## src/rtl/match_referee.sv

```systemverilog
// Match-level referee: counts legal balls per innings and sequences
// INN1 -> BREAK -> INN2 -> DONE, publishing registered result and chase figures.
module match_referee #(
    parameter int BALLS_MAX = 120,
    parameter int WKT_MAX   = 10
) (
    input  logic        clk,
    input  logic        reset,
    input  logic        delivery,
    input  logic        team_sel,
    input  logic [11:0] team1_data,
    input  logic [11:0] team2_data,
    output logic [6:0]  balls1,
    output logic [6:0]  balls2,
    output logic [8:0]  target,
    output logic [8:0]  runs_needed,
    output logic [6:0]  balls_left,
    output logic        inning_over,
    output logic        game_over,
    output logic        winner,
    output logic        tie,
    output logic [1:0]  state
);

    typedef enum logic [1:0] {
        S_INN1  = 2'b00,
        S_BREAK = 2'b01,
        S_INN2  = 2'b10,
        S_DONE  = 2'b11
    } state_t;

    localparam logic [6:0] BALLS_LIM = 7'(BALLS_MAX);
    localparam logic [3:0] WKT_LIM   = 4'(WKT_MAX);

    state_t      state_q, state_d;
    logic [6:0]  balls1_q, balls1_d;
    logic [6:0]  balls2_q, balls2_d;
    logic [8:0]  target_q, target_d;
    logic [8:0]  runs_needed_q, runs_needed_d;
    logic [6:0]  balls_left_q, balls_left_d;
    logic        inning_over_q, inning_over_d;
    logic        game_over_q, game_over_d;
    logic        winner_q, winner_d;
    logic        tie_q, tie_d;

    logic [7:0]  runs1, runs2;
    logic [3:0]  wkts1, wkts2;
    logic        inn1_end, inn2_end;

    assign runs1 = team1_data[11:4];
    assign wkts1 = team1_data[3:0];
    assign runs2 = team2_data[11:4];
    assign wkts2 = team2_data[3:0];

    // End conditions look at registered ball counts, so an innings closes one
    // edge after its final delivery, once the scorer totals have settled.
    assign inn1_end = (balls1_q == BALLS_LIM) || (wkts1 >= WKT_LIM);
    assign inn2_end = ({1'b0, runs2} >= target_q) || (wkts2 >= WKT_LIM) ||
                      (balls2_q == BALLS_LIM);

    // State register; reset aborts the match immediately.
    always_ff @(posedge clk or posedge reset) begin
        if (reset) state_q <= S_INN1;
        else       state_q <= state_d;
    end

    // Next-state logic for the innings sequence.
    always_comb begin
        state_d = state_q;
        case (state_q)
            S_INN1:  if (inn1_end) state_d = S_BREAK;
            S_BREAK: if (team_sel) state_d = S_INN2;
            S_INN2:  if (inn2_end) state_d = S_DONE;
            default: state_d = S_DONE;
        endcase
    end

    // Next values of every published figure, derived from the upcoming state.
    always_comb begin
        balls1_d = balls1_q;
        balls2_d = balls2_q;
        target_d = target_q;
        winner_d = winner_q;
        tie_d    = tie_q;
        // Only deliveries from the side currently batting are legal balls.
        if ((state_q == S_INN1) && delivery && !team_sel && (balls1_q < BALLS_LIM))
            balls1_d = balls1_q + 7'd1;
        if ((state_q == S_INN2) && delivery && team_sel && (balls2_q < BALLS_LIM))
            balls2_d = balls2_q + 7'd1;
        // Nine-bit target so a 255-run innings sets 256 without wrapping.
        if ((state_q == S_INN1) && (state_d == S_BREAK))
            target_d = {1'b0, runs1} + 9'd1;
        // Result is frozen on entry to DONE and decided on runs alone.
        if ((state_q == S_INN2) && (state_d == S_DONE)) begin
            winner_d = (runs2 > runs1);
            tie_d    = (runs2 == runs1);
        end
        inning_over_d = (state_d == S_BREAK);
        game_over_d   = (state_d == S_DONE);
        runs_needed_d = 9'd0;
        if (state_d[1] && (target_d > {1'b0, runs2}))
            runs_needed_d = target_d - {1'b0, runs2};
        balls_left_d = state_d[1] ? (BALLS_LIM - balls2_d) : (BALLS_LIM - balls1_d);
    end

    // Output registers.
    always_ff @(posedge clk or posedge reset) begin
        if (reset) begin
            balls1_q      <= 7'd0;
            balls2_q      <= 7'd0;
            target_q      <= 9'd0;
            runs_needed_q <= 9'd0;
            balls_left_q  <= BALLS_LIM;
            inning_over_q <= 1'b0;
            game_over_q   <= 1'b0;
            winner_q      <= 1'b0;
            tie_q         <= 1'b0;
        end else begin
            balls1_q      <= balls1_d;
            balls2_q      <= balls2_d;
            target_q      <= target_d;
            runs_needed_q <= runs_needed_d;
            balls_left_q  <= balls_left_d;
            inning_over_q <= inning_over_d;
            game_over_q   <= game_over_d;
            winner_q      <= winner_d;
            tie_q         <= tie_d;
        end
    end

    assign balls1      = balls1_q;
    assign balls2      = balls2_q;
    assign target      = target_q;
    assign runs_needed = runs_needed_q;
    assign balls_left  = balls_left_q;
    assign inning_over = inning_over_q;
    assign game_over   = game_over_q;
    assign winner      = winner_q;
    assign tie         = tie_q;
    assign state       = state_q;

endmodule

```

## config.mk

```make
export PLATFORM = sky130hd
export DESIGN_NAME = match_referee
export DESIGN_NICKNAME = d
export VERILOG_FILES = /design/src/rtl/match_referee.sv
export SDC_FILE = /design/constraint.sdc
export NUM_CORES = 1
export LEC_CHECK = 0
export CAP_MARGIN = 15
export CORE_MARGIN = 4
export CORE_UTILIZATION = 44
export DETAILED_ROUTE_END_ITERATION = 10
export PLACE_DENSITY_LB_ADDON = 0.08
export SYNTH_ARGS = -nofsm -noshare
export SYNTH_HDL_FRONTEND = slang
export SYNTH_SLANG_ARGS = --single-unit
```

## constraint.sdc

```tcl
create_clock -name clk -period 2.85 [get_ports clk]
set_input_delay 0.7125 -clock clk [delete_from_list [all_inputs] [get_ports clk]]
set_output_delay 0.7125 -clock clk [all_outputs]
set_load 0.02 [all_outputs]
```

==> metrics.log <==
[metrics] result of the run: complete, but fails checks
[metrics] violations in the final reports: setup timing
[metrics] die footprint: 0.00825 sq mm
[metrics] Crit Path Class: register to register
[metrics] total global routing track utilization: 21.7%
[metrics] switching portion of total power: 40.9%
[metrics] worst supply voltage drop on vdd: 629 uV
[metrics] total via count in the routed design: 2,911
[metrics] Worst Max-Slew Pin Slew: about 0.6 ns
[metrics] leading post-synthesis cells by cell area: dfrtp_1 (34%), ha_1 (12%), inv_1 (5.0%), xnor2_1 (3.8%), dfstp_2 (3.5%)
[metrics] detailed-placement wirelength estimate: between 6 and 7 mm
[metrics] total of fill cells in the finished design: 495
[metrics] top achievable clock speed: 344 MHz
[metrics] crit path time final: 2.91 ns
[metrics] # Max-Cap Violations: 0
[metrics] wire length of the first global-routing pass: ~15 mm
[metrics] RSZ-0062 raised after global routing: yes
[metrics] post-layout net count: approximately 530
[metrics] per-instance average area after synthesis: 9.55 sq um
[metrics] number of detailed-routing iterations run before antenna repair: 6
[metrics] TritonCTS clock tree: built
[metrics] Num Clock Sinks: 45
[metrics] quantity of hold-fixing buffers added after cts: 0
[metrics] Seq pwr share: 26.7%
[metrics] synthesized area: roughly 0.003 sq mm
[metrics] first-iteration detailed-routing DRC count: 55
[metrics] reported net switching power: 1.54 mW
[metrics] level count of the clock H-tree: 2
[metrics] buffer cell driving the clock tree root: clkbuf_8
[metrics] CP delay by family, top: compound AO/OA/AOI/OAI gates
[metrics] initial antenna violation count: 0
[metrics] worst slew margin relative to its limit: about 60%
[metrics] CORE AREA: 0.00649 sq mm
[metrics] endpoint arrival time on the critical path: 3.10 ns
[metrics] fraction of synthesized cell area taken by the top area cell type: 34.0%
[metrics] Die Y: 90.8 um
[metrics] number of endpoints with negative hold slack in the final report: 0
[metrics] proportion of layout cells with a drive suffix above 1: about 32%
[metrics] count of state elements after synthesis: 45
[metrics] Pins Over Slew Limit: 0
[metrics] deepest clock path buffer count: 2
[metrics] clock-pin slew reported for the worst setup and hold paths after clock tree synthesis: 0.09 ns
[metrics] power share of the clock group: 11.5%
[metrics] clock latency of the later-clocked register in the worst-skew pair: approximately 0.30 ns
[metrics] delay contributed by the slowest stage of the critical path: between 0.4 and 0.5 ns
[metrics] instance count of the mapped netlist: 316
[metrics] row count: 29
[metrics] hold crit path type: register to register
[metrics] final hold slack: 0.508 ns
[metrics] Post-synth EDFFs: 0
[metrics] starting utilization of the core area: 46.5%
[metrics] library cell with the largest summed area after synthesis: dfrtp_1
[metrics] clock buffers created by TritonCTS: 5
[metrics] Main synth FF type: dfrtp_1
[metrics] Post-synth ARST share: 100%
[metrics] remaining routing DRC violations: 0
[metrics] final setup violation count: 9
[metrics] GP Congestion: 0.913
[metrics] slowest cell on the critical path: dfrtp_2
[metrics] FF-to-FF setup slack: -0.06 ns
[metrics] largest net degree at the start of global routing: 46
[metrics] nature of the critical path endpoint: register
[metrics] Internal Pwr Total: approximately 2.2 mW
[metrics] cell breakdown of the critical path: inv_2 > ha_4 > nand2b_4 > o21ai_4 > nand2_4 > buf_6 > mux2_4 > ha_4 > nor2b_4 > o21a_1 > o21ai_2 > a211oi_2 > o311ai_4 > buf_6 > nor3b_2
[metrics] summed area of non-filler cells in the final layout: 0.00468 sq mm
[metrics] number of top-level pins: 73
[metrics] Leak Pwr: 2.25 nW
[metrics] worst path bufs/invs: 3
[metrics] final worst clock skew: 0.00432 ns
[metrics] logic gate share of total power: 61.8%
[metrics] largest fanout of any net on the critical path: 6
[metrics] number of nets with antenna violations after routing: 0
[metrics] final routed wire length divided by cell count: approximately 16 um
[metrics] kind of start point of the critical path: register
[metrics] count of buffers from port buffering: 70
[metrics] Synth-to-Final Area Change: 55.1%
[metrics] required time of the worst setup path: 3.04 ns
[metrics] number of global-route vias before repair: 3,085
[metrics] number of diodes: 0
[metrics] aggregate global routing overflow: 0
[metrics] wire length reported by the detailed router: 8.68 mm
[metrics] portion of the post-synthesis area used by sequential elements: 37.5%
[metrics] average via count per standard cell: between 5 and 6
[metrics] number of warning messages in the yosys log: 0
[metrics] setup ws final: -0.0588 ns
[metrics] final worst-path cycle share: 102%
[metrics] die span in x: between 90 and 100 um
[metrics] Power Density: between 800 and 900 mW/mm^2
[metrics] post-layout utilization of the core: 72.1%
[metrics] net count after synthesis: 375
[metrics] distinct cell type count of the synthesized netlist: 56
[metrics] Post-DP Area: 0.00434 sq mm
[state kept, by name, summed over array words and instances, names as in the netlist]
register and count:
runs_needed 9, target 9, balls1 7, balls2 7
balls_left 7, state 2, game_over 1, inning_over 1
tie 1, winner 1
[cell usage in the layout (no fill, tap or decap), types with 3 or more instances in the layout]
cell and instances:
buf_4 82, clkdlybuf4s50_1 61, dfrtp_1 37, inv_1 35, ha_1 25, nor2_1 18, nand2_1 15, nand4_1 13
xnor2_1 13, a21oi_1 9, o21a_1 7, a21o_1 7, nand3_1 7, xor2_1 7, nor3_1 6, clkbuf_8 6
o21ai_0 5, o21ai_2 5, mux2_2 4, and2_1 4, inv_2 4, a211oi_1 4, nor2b_1 4, a21oi_2 4
nor3_2 4, ha_4 4, dfrtp_2 4, dfstp_2 4, dlygate4sd2_1 4, mux2i_1 3, nand2b_1 3, nor3b_1 3
o22ai_1 3, clkbuf_2 3
[through the flow]
stage          TNS [ns]  setup WS, ns  instances  power, mW
2_1_floorplan    -0.720       -0.0861        316       2.16
3_3_place_gp      -6.84        -0.705        524       3.05
3_5_place_dp      -8.02        -0.827        524       3.10
4_1_cts          -0.607       -0.0826        546       3.68
5_1_grt           -1.48        -0.173        548       4.01
6_report         -0.411       -0.0588        548       3.76
[power groups by stage]
stage / logic (mW) / clock network (mW) / registers [mW]
final: 2.32 / 0.433 / 1.00
after global placement: 2.04 / 0 / 1.00
after CTS: 2.24 / 0.439 / 1.00
after detailed placement: 2.09 / 0 / 1.01
after global routing: 2.52 / 0.464 / 1.03
after floorplan: 0.918 / 0 / 1.24
[path summary, 6_finish.rpt]
check,from,end,cells past startpoint
max in group asynchronous,reset,balls1[3]$_DFF_PP0_,3
worst max register to register,balls1[0]$_DFF_PP0_,runs_needed[3]$_DFF_PP0_,15
min in group asynchronous,reset,runs_needed[2]$_DFF_PP0_,3
worst max-delay path,balls1[0]$_DFF_PP0_,runs_needed[3]$_DFF_PP0_,15
worst min-delay path,tie$_DFFE_PP0P_,tie$_DFFE_PP0P_,1
worst min register to register,tie$_DFFE_PP0P_,tie$_DFFE_PP0P_,1
[metal layers]
metal / wire length, um / GRT usage [%]
met5: 0 / 0
met4: 222 / 7.79
met3: 285 / 3.25
met2: 4700 / 42.3
met1: 3480 / 23.4
[cell type report]
class | count | area [sq um] | share of cell area (%)
clock inverter | 2 | 13.8 | 0.294
multi-input combinational | 224 | 1880 | 40.2
inverter | 40 | 150 | 3.21
tap | 77 | 96.3 | 2.06
sequential | 45 | 1140 | 24.3
clock buffer | 6 | 82.6 | 1.76
timing repair buffer | 154 | 1320 | 28.2
[logic make-up (layout without fill, tap and decap cells)]
logic type / after synthesis / in the layout / synth area share (%)
buffers and inverters: 47 / 202 / 6.67
AO/OA/AOI/OAI: 67 / 67 / 15.5
XOR/XNOR: 20 / 20 / 5.80
AND/OR/NAND/NOR: 98 / 98 / 18.5
adder cells (fa/ha/maj): 31 / 31 / 13.1
flip-flops: 45 / 45 / 37.5
multiplexers: 8 / 8 / 2.86
[cell usage after synthesis (all sizes together), types with 3 or more instances]
cell and instances:
o22ai 3, a211oi 5, ha 30, buf 5, dfstp 4, xor2 7
dfrtp 41, nand3 8, o21ai 12, nor3 11, xnor2 13, mux2i 3
and2 4, inv 40, mux2 5, a21o 7, nor2 20, nor2b 5
nand4 13, nand2b 4, nand2 16, nor3b 4, a21oi 13, o21a 7
[what timing repair did]
| action | CTS | global route |
|---|---|---|
| gates resized for setup | 33 | 22 |
| buffers inserted | 13 | 2 |
| pin swaps | 20 | 18 |
| endpoints found under the setup margin | 9 | 11 |
| gates cloned | 1 | 0 |
[worst register-to-register path, stage by stage, from the launching register on]
cell and delay, ns:
dfrtp_2 0.42, inv_2 0.08, ha_4 0.14, nand2b_4 0.06
o21ai_4 0.16, nand2_4 0.10, buf_6 0.13, mux2_4 0.33
ha_4 0.22, nor2b_4 0.12, o21a_1 0.20, o21ai_2 0.17
a211oi_2 0.11, o311ai_4 0.33, buf_6 0.18, nor3b_2 0.05
Power figures use the tool's default switching activity.
